==> src/rtl/fifo_pkg.sv <==
// Shared constants and parameter helpers for the single-clock FIFO family.
// Imported by sync_fifo_fwft to derive depth/pointer widths and vet thresholds.
package fifo_pkg;

    localparam bit FIFO_STD  = 1'b0;
    localparam bit FIFO_FWFT = 1'b1;

    function automatic int fifo_depth(input int addr_width);
        return 1 << addr_width;
    endfunction

    // Pointers carry one extra wrap bit so full and empty are distinguishable.
    function automatic int fifo_ptr_width(input int addr_width);
        return addr_width + 1;
    endfunction

    function automatic bit afull_level_ok(input int level, input int addr_width);
        return (level >= 1) && (level <= fifo_depth(addr_width));
    endfunction

    function automatic bit aempty_level_ok(input int level, input int addr_width);
        return (level >= 0) && (level <= fifo_depth(addr_width) - 1);
    endfunction

endpackage

==> src/rtl/fifomem.sv <==
// Dual-port FIFO storage: one synchronous write port, one asynchronous read port.
// Contents are deliberately left unreset.
module fifomem #(
    parameter int datawidth  = 8,
    parameter int addr_width = 3
) (
    input  logic                  clk,
    input  logic                  wclken,
    input  logic [addr_width-1:0] waddr,
    input  logic [datawidth-1:0]  wdata,
    input  logic [addr_width-1:0] raddr,
    output logic [datawidth-1:0]  rdata
);

    localparam int DEPTH = 1 << addr_width;

    logic [datawidth-1:0] mem [DEPTH];

    assign rdata = mem[raddr];

    always_ff @(posedge clk) begin
        if (wclken) begin
            mem[waddr] <= wdata;
        end
    end

endmodule

==> src/rtl/sync_fifo_fwft.sv <==
// Single-clock FIFO with selectable standard or first-word-fall-through read,
// occupancy count, programmable almost flags and sticky overflow/underflow.
module sync_fifo_fwft
    import fifo_pkg::*;
#(
    parameter int datawidth    = 8,
    parameter int addr_width   = 3,
    parameter bit fwft         = FIFO_STD,
    parameter int afull_level  = 6,
    parameter int aempty_level = 1
) (
    input  logic                  clk,
    input  logic                  rst,
    input  logic [datawidth-1:0]  wdata,
    input  logic                  winc,
    input  logic                  rinc,
    output logic [datawidth-1:0]  rdata,
    output logic                  wfull,
    output logic                  rempty,
    output logic                  walmost_full,
    output logic                  ralmost_empty,
    output logic [addr_width:0]   count,
    output logic                  overflow,
    output logic                  underflow
);

    localparam int DEPTH = fifo_depth(addr_width);
    localparam int PW    = fifo_ptr_width(addr_width);

    localparam logic [PW-1:0] DEPTH_C  = PW'(DEPTH);
    localparam logic [PW-1:0] AFULL_C  = PW'(afull_level);
    localparam logic [PW-1:0] AEMPTY_C = PW'(aempty_level);

    if (!afull_level_ok(afull_level, addr_width)) begin : g_bad_afull
        $error("sync_fifo_fwft: afull_level out of range 1..DEPTH");
    end
    if (!aempty_level_ok(aempty_level, addr_width)) begin : g_bad_aempty
        $error("sync_fifo_fwft: aempty_level out of range 0..DEPTH-1");
    end

    logic [PW-1:0]        wptr, rptr;
    logic [PW-1:0]        wptr_next, rptr_next;
    logic [PW-1:0]        mem_count;
    logic [PW-1:0]        count_next;
    logic                 ov, ov_next;
    logic                 wr_en, rd_en, mem_rd;
    logic                 mem_empty;
    logic [datawidth-1:0] mem_rdata;

    fifomem #(
        .datawidth  (datawidth),
        .addr_width (addr_width)
    ) u_mem (
        .clk    (clk),
        .wclken (wr_en),
        .waddr  (wptr[addr_width-1:0]),
        .wdata  (wdata),
        .raddr  (rptr[addr_width-1:0]),
        .rdata  (mem_rdata)
    );

    // Accept decisions use the registered flags only, so a read in the same
    // cycle never frees room for a write on a full FIFO.
    assign wr_en     = winc & ~wfull;
    assign rd_en     = rinc & ~rempty;
    assign mem_count = wptr - rptr;
    assign mem_empty = (mem_count == '0);

    // In FWFT mode the memory is read whenever the output register is free or
    // being popped; the prefetch sees only words already in memory.
    always_comb begin
        mem_rd  = 1'b0;
        ov_next = 1'b0;
        if (fwft == FIFO_FWFT) begin
            mem_rd  = (~ov | rd_en) & ~mem_empty;
            ov_next = mem_rd ? 1'b1 : (rd_en ? 1'b0 : ov);
        end else begin
            mem_rd  = rd_en;
            ov_next = 1'b0;
        end
    end

    always_comb begin
        wptr_next  = wptr + {{addr_width{1'b0}}, wr_en};
        rptr_next  = rptr + {{addr_width{1'b0}}, mem_rd};
        count_next = (wptr_next - rptr_next) + {{addr_width{1'b0}}, ov_next};
    end

    always_ff @(posedge clk or posedge rst) begin
        if (rst) begin
            wptr          <= '0;
            rptr          <= '0;
            ov            <= 1'b0;
            rdata         <= '0;
            count         <= '0;
            rempty        <= 1'b1;
            wfull         <= 1'b0;
            walmost_full  <= 1'b0;
            ralmost_empty <= 1'b1;
            overflow      <= 1'b0;
            underflow     <= 1'b0;
        end else begin
            wptr          <= wptr_next;
            rptr          <= rptr_next;
            ov            <= ov_next;
            if (mem_rd) begin
                rdata <= mem_rdata;
            end
            count         <= count_next;
            rempty        <= (fwft == FIFO_FWFT) ? ~ov_next : (count_next == '0);
            wfull         <= (count_next == DEPTH_C);
            walmost_full  <= (count_next >= AFULL_C);
            ralmost_empty <= (count_next <= AEMPTY_C);
            overflow      <= overflow | (winc & wfull);
            underflow     <= underflow | (rinc & rempty);
        end
    end

endmodule

==> config.mk <==
export PLATFORM = sky130hd
export DESIGN_NAME = sync_fifo_fwft
export DESIGN_NICKNAME = d
export VERILOG_FILES = /design/src/rtl/fifo_pkg.sv /design/src/rtl/fifomem.sv /design/src/rtl/sync_fifo_fwft.sv
export SDC_FILE = /design/constraint.sdc
export NUM_CORES = 1
export LEC_CHECK = 0
export CAP_MARGIN = 20
export CORE_MARGIN = 2
export CORE_UTILIZATION = 55
export DETAILED_ROUTE_END_ITERATION = 10
export GPL_ROUTABILITY_DRIVEN = 1
export PLACE_DENSITY_LB_ADDON = 0.15
export RECOVER_POWER = 100
export SYNTH_ARGS = -nofsm -noshare
export SYNTH_HDL_FRONTEND = slang
export SYNTH_SLANG_ARGS = --single-unit
export TNS_END_PERCENT = 30
==> constraint.sdc <==
create_clock -name clk -period 3.2 [get_ports clk]
set_input_delay 0.32 -clock clk [delete_from_list [all_inputs] [get_ports clk]]
set_output_delay 0.32 -clock clk [all_outputs]
set_load 0.02 [all_outputs]
==> results.ini, run 1 <==
[outcome]
status = completed

[pwr]
power.density_mw_per_mm2 = 998
p_leak_uw = 0.00158
ir_drop_mv = 0.728

[worst_setup_path]
crit_end = wfull
worstPathRequired_ns = 3.43
critPathSlowestCell = dfstp_1
crit_arrival_ns = 2.94
reg2reg_slack_ns = 0.49
cp_top_family = adder cells
critPathLaunchType = flop
path_class = reg2reg
path_buf_inv = 2
r2r-end = wfull
ff2ff_path_depth = 9
startpoint = rempty
end_kind = flop
crit_cells = 9
worstPathMaxFanout = 6
critPathMaxStageDelay_ns = 0.54
rr_startpoint = rempty
cp_cell_sequence = nand2b_1 > inv_1 > ha_1 > ha_1 > inv_1 > maj3_2 > a21oi_1 > xor3_1 > nor4b_1

[worst_hold_path]
min_path_type = in2async

[route]
drc = 0
drtPass1Iterations = 4
drt-total-wl_um = 6230
wl_per_cell_um = 18.2
avgViaCountPerCell = 5.49
vias = 1877
ant_nets = 0
drt_iter0_drc = 118

[clock_tree]
clkLatencyLatePin_ns = 0.35
ctsHtreeMaxLevel = 3
clk_pin_slew_ns = 0.08
cts.sinks = 90
holdBufCountCts = 0
ctsResizeCount = 0
cts_root_buf = clkbuf_8
cts_tree = yes
clock_path_buffers = 2
cts_buffers = 9
cts_setup_buffers = 0

[synthesis]
avgSynthCellArea_um2 = 16.5
yosysMostFrequentCell = edfxtp_1
ys_ff_latch = 90
synth_flop_cell = edfxtp_1
synthCells = 214
yosysTopAreaCell = edfxtp_1
ys_seq_area_share_pct = 72.8
synth.area.top_cells = edfxtp_1 54%, dfrtp_1 17%, mux2i_1 6.5%, ha_1 2.5%, a22oi_1 2.1%
synth_nets = 233
syn_area_mm2 = 0.00354
ys_warn_count = 0
synth.top_cells.by_count = 64 x edfxtp_1, 24 x dfrtp_1, 23 x mux2i_1
synth_async_sr_flop_share_pct = 28.9
synth_cell_types = 33
synth_top_area_share_pct = 54.3
synth_enable_flop_cells = 64

[timing]
tightest_slew_ns = 1.18
hold_viol_final = 0
max_freq_mhz = 369
period_minus_slack_ns = 2.71
slew_headroom_pct = 21.5
finalMaxSlewViolations = 0
fin_ws_ns = 0.489
period_share_pct = 84.7
rsz0062_at_grt = no
fin_hold_ws_ns = 0.329
setup_viol = 0
skew_ns = 0.00673
fin_tns_setup_ns = 0

[cells_and_area]
final_core_util_pct = 65.9
syn2layout_area_growth_pct = 16.9
drive_gt1_share_pct = 9.43
fin_cells = 342
fin_nets = 279
antenna_cells = 0
fill_cells = 455

[grt]
grt_pass1_vias = 1938
grt_max_degree = 29
antenna_found_initial = 0
grt_first_pass_wirelength_um = 10100
globalRoute.totalOverflow = 0
grt.total_usage_pct = 19.7

[placed_design]
io_buffers = 29
pre_cts_slack_ns = 0.439
dp_hpwl_um = 4000
dp.cells = 325
globalplace.congestion = 0.756

[floorplan]
dieArea_mm2 = 0.00709
start_util_pct = 56.3
die_width_um = 84.2
coreArea_mm2 = 0.00628
die_h_um = 84.2
row_count = 29
io_pins = 30

[run]
drv_cap = 0

[state kept, by name, summed over array words and instances (netlist names)]
register       cells
rptr               4
count              4
walmost_full       1
wfull              1
ralmost_empty      1
rdata              8
wptr               4
u_mem.mem         64
overflow           1
rempty             1
underflow          1
[report_power, final]
group | internal, uW | switching [uW]
sequential | 1550 | 138
clock | 436 | 368
combinational | 704 | 926
[how the worst min path moves through the flow]
stage                 to  cells past startpoint  startpoint
2_1_floorplan   count[0]                      1         rst
3_3_place_gp   underflow                      1   underflow
3_5_place_dp    overflow                      1    overflow
4_1_cts         overflow                      1    overflow
5_1_grt         rdata[4]                      2         rst
6_report        rdata[2]                      2         rst
[final cells by class]
cell class	count	area, um^2	share of cell area [%]
clock inverter	6	82.6	2.00
sequential	90	2570	62.3
multi-input combinational	111	883	21.4
tap	77	96.3	2.33
timing repair buffer	41	343	8.29
clock buffer	10	128	3.09
inverter	7	26.3	0.636
[through the flow]
step / instance area (um^2) / total power [uW]
4_1_cts: 4190 / 4330
3_5_place_dp: 3980 / 3530
3_3_place_gp: 3980 / 3470
6_report: 4130 / 4130
2_1_floorplan: 3540 / 2960
5_1_grt: 4130 / 4380
[placed cells by master, fill, tap and decap left out, drive strengths merged, types with 4 or more instances in the layout]
cell          n
nand2        15
inv           7
clkbuf       20
ha            7
nand3        10
clkinv        4
a22oi        10
nand2b        4
mux2i        23
xnor2         5
edfxtp       64
dlygate4sd3  28
nor2          7
dfrtp        24
[cells by family (layout without fill, tap and decap cells)]
| group | count (synthesis) | in the layout | share of synthesized area, % |
|---|---|---|---|
| AND/OR/NAND/NOR | 46 | 46 | 6.79 |
| buffers and inverters | 13 | 64 | 1.52 |
| flip-flops | 90 | 90 | 72.8 |
| XOR/XNOR | 7 | 7 | 2.41 |
| AO/OA/AOI/OAI | 21 | 21 | 4.32 |
| adder cells (fa/ha/maj) | 8 | 8 | 2.79 |
| multiplexers | 29 | 29 | 9.37 |
[metal layers]
layer	vias to the layer above	share of wire [%]	global-route usage (%)
met3	7	3.2	3.24
met2	33	51	32.0
met1	942	44	25.6
met5	-	0	0
met4	0	1.4	10.6
li1	895	-	-
Power figures use the tool's default switching activity.
==> run 2: changes to the inputs <==
--- a/config.mk
+++ b/config.mk
@@ -7,7 +7,7 @@
 export LEC_CHECK = 0
 export CAP_MARGIN = 20
 export CORE_MARGIN = 2
-export CORE_UTILIZATION = 55
+export CORE_UTILIZATION = 51
 export DETAILED_ROUTE_END_ITERATION = 10
 export GPL_ROUTABILITY_DRIVEN = 1
 export PLACE_DENSITY_LB_ADDON = 0.15
==> constraint.sdc (replaced) <==
create_clock -name clk -period 2.29 [get_ports clk]
set_input_delay 0.229 -clock clk [delete_from_list [all_inputs] [get_ports clk]]
set_output_delay 0.229 -clock clk [all_outputs]
set_load 0.02 [all_outputs]
==> results.ini, run 2 (synthesized netlist as in run 1, its figures left out) <==
[placed_design]
io_buffers = 29  ; unchanged
pre_cts_slack_ns = -0.238  ; was 0.439 ns
dp_hpwl_um = 4270  ; was 4000 um
globalplace.congestion = 0.716  ; was 0.756

[timing]
skew_ns = 0.00629  ; was 0.00673 ns
fin_tns_setup_ns = 0  ; unchanged
setup_viol = 0  ; unchanged
max_freq_mhz = 455  ; was 369 MHz
slew_headroom_pct = 9.48  ; was 21.5%
period_share_pct = 95.9  ; was 84.7%
hold_viol_final = 0  ; unchanged
tightest_slew_ns = 1.36  ; was 1.18 ns
rsz0062_at_grt = yes  ; was no
period_minus_slack_ns = 2.20  ; was 2.71 ns
finalMaxSlewViolations = 0  ; unchanged
fin_ws_ns = 0.0929  ; was 0.489 ns

[pwr]
ir_drop_mv = 0.643  ; was 0.728 mV
p_leak_uw = 0.00167  ; was 0.00158 uW
power.density_mw_per_mm2 = 1460  ; was 998 mW/mm^2
total_power_uw = 6400  ; was 4130 uW

[worst_setup_path]
crit_arrival_ns = 2.44  ; was 2.94 ns
worstPathRequired_ns = 2.53  ; was 3.43 ns
path_class = reg2reg  ; unchanged
cpMostUsedCell = ha_4
cp_cell_sequence = nand2b_4 > inv_4 > ha_4 > ha_4 > inv_2 > maj3_2 > a21oi_2 > xor3_2 > a21o_1  ; was nand2b_1 > inv_1 > ha_1 > ha_1 > inv_1 > maj3_2 > a21oi_1 > xor3_1 > nor4b_1
cp_top_family = adder cells  ; unchanged
path_buf_inv = 2  ; unchanged
end_kind = flop  ; unchanged
worstPathMaxFanout = 5  ; was 6
critPathMaxStageDelay_ns = 0.53  ; was 0.54 ns
critPathSlowestCell = dfstp_2  ; was dfstp_1
critPathLaunchType = flop  ; unchanged

[clock_tree]
clkLatencyLatePin_ns = 0.35  ; about the same
clk_pin_slew_ns = 0.08  ; about the same
holdBufCountCts = 0  ; unchanged
cts.sinks = 90  ; unchanged
ctsHtreeMaxLevel = 3  ; unchanged
clock_path_buffers = 2  ; unchanged
cts_root_buf = clkbuf_8  ; unchanged
cts_buffers = 9  ; unchanged
cts_tree = yes  ; unchanged

[cells_and_area]
fin_nets = 288  ; was 279
drive_gt1_share_pct = 22.3  ; was 9.43%
largestRegisters = u_mem.mem x64, rdata x8  ; unchanged
layout_commonest_cell = edfxtp_1  ; unchanged
largest_reg_flops = 64  ; unchanged
regMostFlops = u_mem.mem  ; unchanged
antenna_cells = 0  ; unchanged
mostFrequentLayoutCells = 64 x edfxtp_1, 24 x dfrtp_1, 23 x mux2i_1  ; was 64 x edfxtp_1, 28 x dlygate4sd3_1, 24 x dfrtp_1
syn2layout_area_growth_pct = 23.8  ; was 16.9%

[worst_hold_path]
min_path_type = reg2reg  ; was in2async

[grt]
grt.total_usage_pct = 18.8  ; was 19.7%
grt_pass1_vias = 1950  ; was 1,938
globalRoute.totalOverflow = 0  ; unchanged
antenna_found_initial = 0  ; unchanged
grt_first_pass_wirelength_um = 10100  ; about the same
grt_max_degree = 28  ; was 29

[route]
drt-total-wl_um = 6450  ; was 6230 um
drtPass1Iterations = 4  ; unchanged
drc = 0  ; unchanged
drt_iter0_drc = 137  ; was 118
vias = 1919  ; was 1,877
wl_per_cell_um = 18.2  ; about the same
ant_nets = 0  ; unchanged
avgViaCountPerCell = 5.42  ; was 5.49

[floorplan]
die_width_um = 87.3  ; was 84.2 um
row_count = 30  ; was 29
die_h_um = 87.3  ; was 84.2 um
io_pins = 30  ; unchanged
dieArea_mm2 = 0.00762  ; was 0.00709 mm^2
start_util_pct = 52.4  ; was 56.3%
coreArea_mm2 = 0.00676  ; was 0.00628 mm^2

[outcome]
status = completed  ; unchanged

[run]
drv_cap = 0  ; unchanged

## run 2: changes by cell type in the layout (fill, tap and decap cells not counted), moves of 3 or more
cell / delta
ha_1: -3
dlygate4sd3_1: -19
buf_4: +18
ha_4: +3
clkbuf_1: -9
clkdlybuf4s50_1: +19
## run 2: metrics by stage
stage | cell area, um^2 | std cells | hold slack, ns | utilization [%]
floorplan | 3560 | 214 | 0.268 | -
global placement | 4070 | 337 | 0.439 | 60.3
detailed placement | 4070 | 337 | 0.451 | 60.3
CTS | 4330 | 353 | 0.224 | 64.1
global route | 4380 | 354 | 0.498 | 64.8
finish | 4380 | 354 | 0.465 | 64.8
## run 2: final cells by class
| type | instances | area (um^2) |
|---|---|---|
| Inverter | 7 | 28.8 |
| Clock buffer | 12 | 155 |
| Sequential cell | 90 | 2570 |
| Clock inverter | 4 | 75.1 |
| Tap cell | 80 | 100 |
| Multi-Input combinational cell | 111 | 1000 |
| Timing Repair Buffer | 50 | 444 |
| Fill cell | 495 | 2380 |
## run 2: final timing paths
| path | startpoint | end | slack, ns | depth (start not counted) |
|---|---|---|---|---|
| max in group asynchronous | rst | rptr[1] | 0.72 | 3 |
| min in group asynchronous | rst | rdata[6] | 0.77 | 3 |
| worst max-delay path | rempty | walmost_full | 0.09 | 9 |
| worst min-delay path | underflow | underflow | 0.46 | 1 |
| worst min register to register | underflow | underflow | 0.46 | 1 |
| worst max register to register | rempty | walmost_full | 0.09 | 9 |
## run 2: per-layer routing
layer	part of all wire, %	GRT usage [%]
met3	3.4	5.59
met2	51	30.4
met1	44	24.0
met5	0	0
met4	1.0	7.13
## run 2: repair_timing
item / CTS / global route
resized for setup: 4 / 7
pin swaps: 0 / 3
buffers inserted: 0 / 1
endpoints found under the setup margin: 3 / 4
## run 2: power by group
part / internal, uW / switching (uW)
sequential: 2170 / 193
combinational: 1360 / 1480
clock: 675 / 523
total: 4200 / 2200
==> run 3: changes to the inputs <==
--- a/config.mk
+++ b/config.mk
@@ -8,10 +8,11 @@
 export CAP_MARGIN = 20
 export CORE_MARGIN = 2
 export CORE_UTILIZATION = 51
+export CTS_CLUSTER_SIZE = 8
 export DETAILED_ROUTE_END_ITERATION = 10
 export GPL_ROUTABILITY_DRIVEN = 1
 export PLACE_DENSITY_LB_ADDON = 0.15
-export RECOVER_POWER = 100
+export RECOVER_POWER = 50
 export SYNTH_ARGS = -nofsm -noshare
 export SYNTH_HDL_FRONTEND = slang
 export SYNTH_SLANG_ARGS = --single-unit
==> results.ini, run 3 (synthesized netlist as in run 1, its figures left out) <==
[outcome]
status = completed  ; unchanged

[placed_design]
globalplace.congestion = 0.716  ; unchanged
io_buffers = 29  ; unchanged
dp.cells = 337  ; unchanged
dpl_cell_area_mm2 = 0.00407  ; unchanged
dp_hpwl_um = 4270  ; unchanged
pre_cts_slack_ns = -0.238  ; unchanged

[route]
met3_wirelength_um = 227  ; was 220 um
wl_per_cell_um = 18.2  ; about the same
drc = 0  ; unchanged
routed.top_layer = met4  ; unchanged
ant_nets = 0  ; unchanged
drt-total-wl_um = 6460  ; was 6450 um
vias = 1922  ; was 1,919
drt_iter0_drc = 137  ; unchanged
m1WireLength_um = 2840  ; was 2850 um
wl_met2_um = 3320  ; was 3310 um
avgViaCountPerCell = 5.43  ; was 5.42
drtPass1Iterations = 4  ; unchanged

[floorplan]
coreArea_mm2 = 0.00676  ; unchanged
start_util_pct = 52.4  ; unchanged
dieArea_mm2 = 0.00762  ; unchanged
die_width_um = 87.3  ; unchanged
io_pins = 30  ; unchanged
die_h_um = 87.3  ; unchanged
row_count = 30  ; unchanged

[worst_setup_path]
reg2reg_slack_ns = 0.09  ; about the same
critPathLaunchType = flop  ; unchanged
worstPathMaxFanout = 5  ; unchanged
path_class = reg2reg  ; unchanged
ff2ff_path_depth = 9  ; unchanged
crit_arrival_ns = 2.44  ; about the same
r2r-end = walmost_full  ; unchanged
rr_startpoint = rempty  ; unchanged
worstPathRequired_ns = 2.53  ; about the same
end_kind = flop  ; unchanged

[timing]
fin_ws_ns = 0.0923  ; was 0.0929 ns
tightest_slew_ns = 1.36  ; about the same
rsz0062_at_grt = yes  ; unchanged
setup_viol = 0  ; unchanged
period_share_pct = 96.0  ; was 95.9%
hold_viol_final = 0  ; unchanged
slew_headroom_pct = 9.15  ; was 9.48%
period_minus_slack_ns = 2.20  ; about the same
finalMaxSlewViolations = 0  ; unchanged
skew_ns = 0.00629  ; about the same
fin_tns_setup_ns = 0  ; unchanged
max_freq_mhz = 455  ; about the same

[grt]
antenna_found_initial = 0  ; unchanged
grt_first_pass_wirelength_um = 10100  ; unchanged
grt.total_usage_pct = 18.8  ; unchanged
grt_max_degree = 28  ; unchanged
grt_pass1_vias = 1950  ; unchanged
globalRoute.totalOverflow = 0  ; unchanged

[cells_and_area]
drive_gt1_share_pct = 22.3  ; unchanged
layout_commonest_cell = edfxtp_1  ; unchanged
fill_cells = 495  ; unchanged
antenna_cells = 0  ; unchanged
regMostFlops = u_mem.mem  ; unchanged
syn2layout_area_growth_pct = 23.8  ; unchanged
fin_cells = 354  ; unchanged
final_area_mm2 = 0.00438  ; unchanged
largest_reg_flops = 64  ; unchanged
fin_nets = 288  ; unchanged
mostFrequentLayoutCells = 64 x edfxtp_1, 24 x dfrtp_1, 23 x mux2i_1  ; unchanged
largestRegisters = u_mem.mem x64, rdata x8  ; unchanged

[pwr]
power.density_mw_per_mm2 = 1460  ; about the same
p_leak_uw = 0.00167  ; unchanged
total_power_uw = 6400  ; about the same
ir_drop_mv = 0.643  ; about the same

[clock_tree]
clkLatencyLatePin_ns = 0.35  ; about the same
ctsHtreeMaxLevel = 3  ; unchanged
clk_pin_slew_ns = 0.08  ; about the same
cts_tree = yes  ; unchanged
cts_root_buf = clkbuf_8  ; unchanged
cts_buffers = 9  ; unchanged
clock_path_buffers = 2  ; unchanged
cts.sinks = 90  ; unchanged

[worst_hold_path]
min_path_type = reg2reg  ; unchanged
hold_start = underflow  ; unchanged
hold_depth = 1  ; unchanged
whs_endpoint = underflow  ; unchanged

[run]
drv_cap = 0  ; unchanged

run 3: cell counts in the layout (fill, tap and decap cells not counted):
Identical to the previous run, type by type.
run 3: worst max-delay path: stages (launching register included):
cell and delay [ns]:
dfstp_2 0.53, nand2b_4 0.13, inv_4 0.04, ha_4 0.16
ha_4 0.27, inv_2 0.04, maj3_2 0.30, a21oi_2 0.12
xor3_2 0.31, a21o_1 0.17
run 3: cell type report:
| type | count | area, um^2 | share of cell area [%] |
|---|---|---|---|
| clock buffers | 12 | 155 | 3.54 |
| clock inverters | 4 | 75.1 | 1.71 |
| inverters | 7 | 28.8 | 0.657 |
| multi-input cells | 111 | 1000 | 22.8 |
| flip-flops and latches | 90 | 2570 | 58.8 |
| well taps | 80 | 100 | 2.29 |
| repair buffers | 50 | 444 | 10.1 |
run 3: what timing repair did:
item / in CTS / in global routing
buffers inserted: 0 / 1
hold buffers: 0 / 0
gates resized for setup: 4 / 7
setup endpoints to repair: 3 / 4
pin swaps: 0 / 3
run 3: metrics by stage:
step | utilization (%) | hold slack, ns
5_1_grt | 64.8 | 0.498
3_3_place_gp | 60.3 | 0.439
4_1_cts | 64.1 | 0.224
6_report | 64.8 | 0.465
2_1_floorplan | - | 0.268
3_5_place_dp | 60.3 | 0.451
run 3: how the worst max path moves through the flow:
stage                      start      endpoint  slack, ns
after floorplan           rempty         wfull       0.02
after global placement      winc         wfull      -0.18
after detailed placement    winc        rempty      -0.24
after CTS                 rempty  walmost_full       0.02
after global routing      rempty  walmost_full     -0.009
final                     rempty  walmost_full       0.09
run 3: where the power goes:
group / internal (uW) / switching [uW]
logic: 1360 / 1480
registers: 2170 / 192
clock network: 675 / 524
run 3: metal layers:
| metal | vias to the layer above | GRT usage, % |
|---|---|---|
| met3 | 6 | 5.59 |
| met5 | - | 0 |
| met1 | 962 | 24.0 |
| met2 | 44 | 30.4 |
| li1 | 910 | - |
| met4 | 0 | 7.13 |
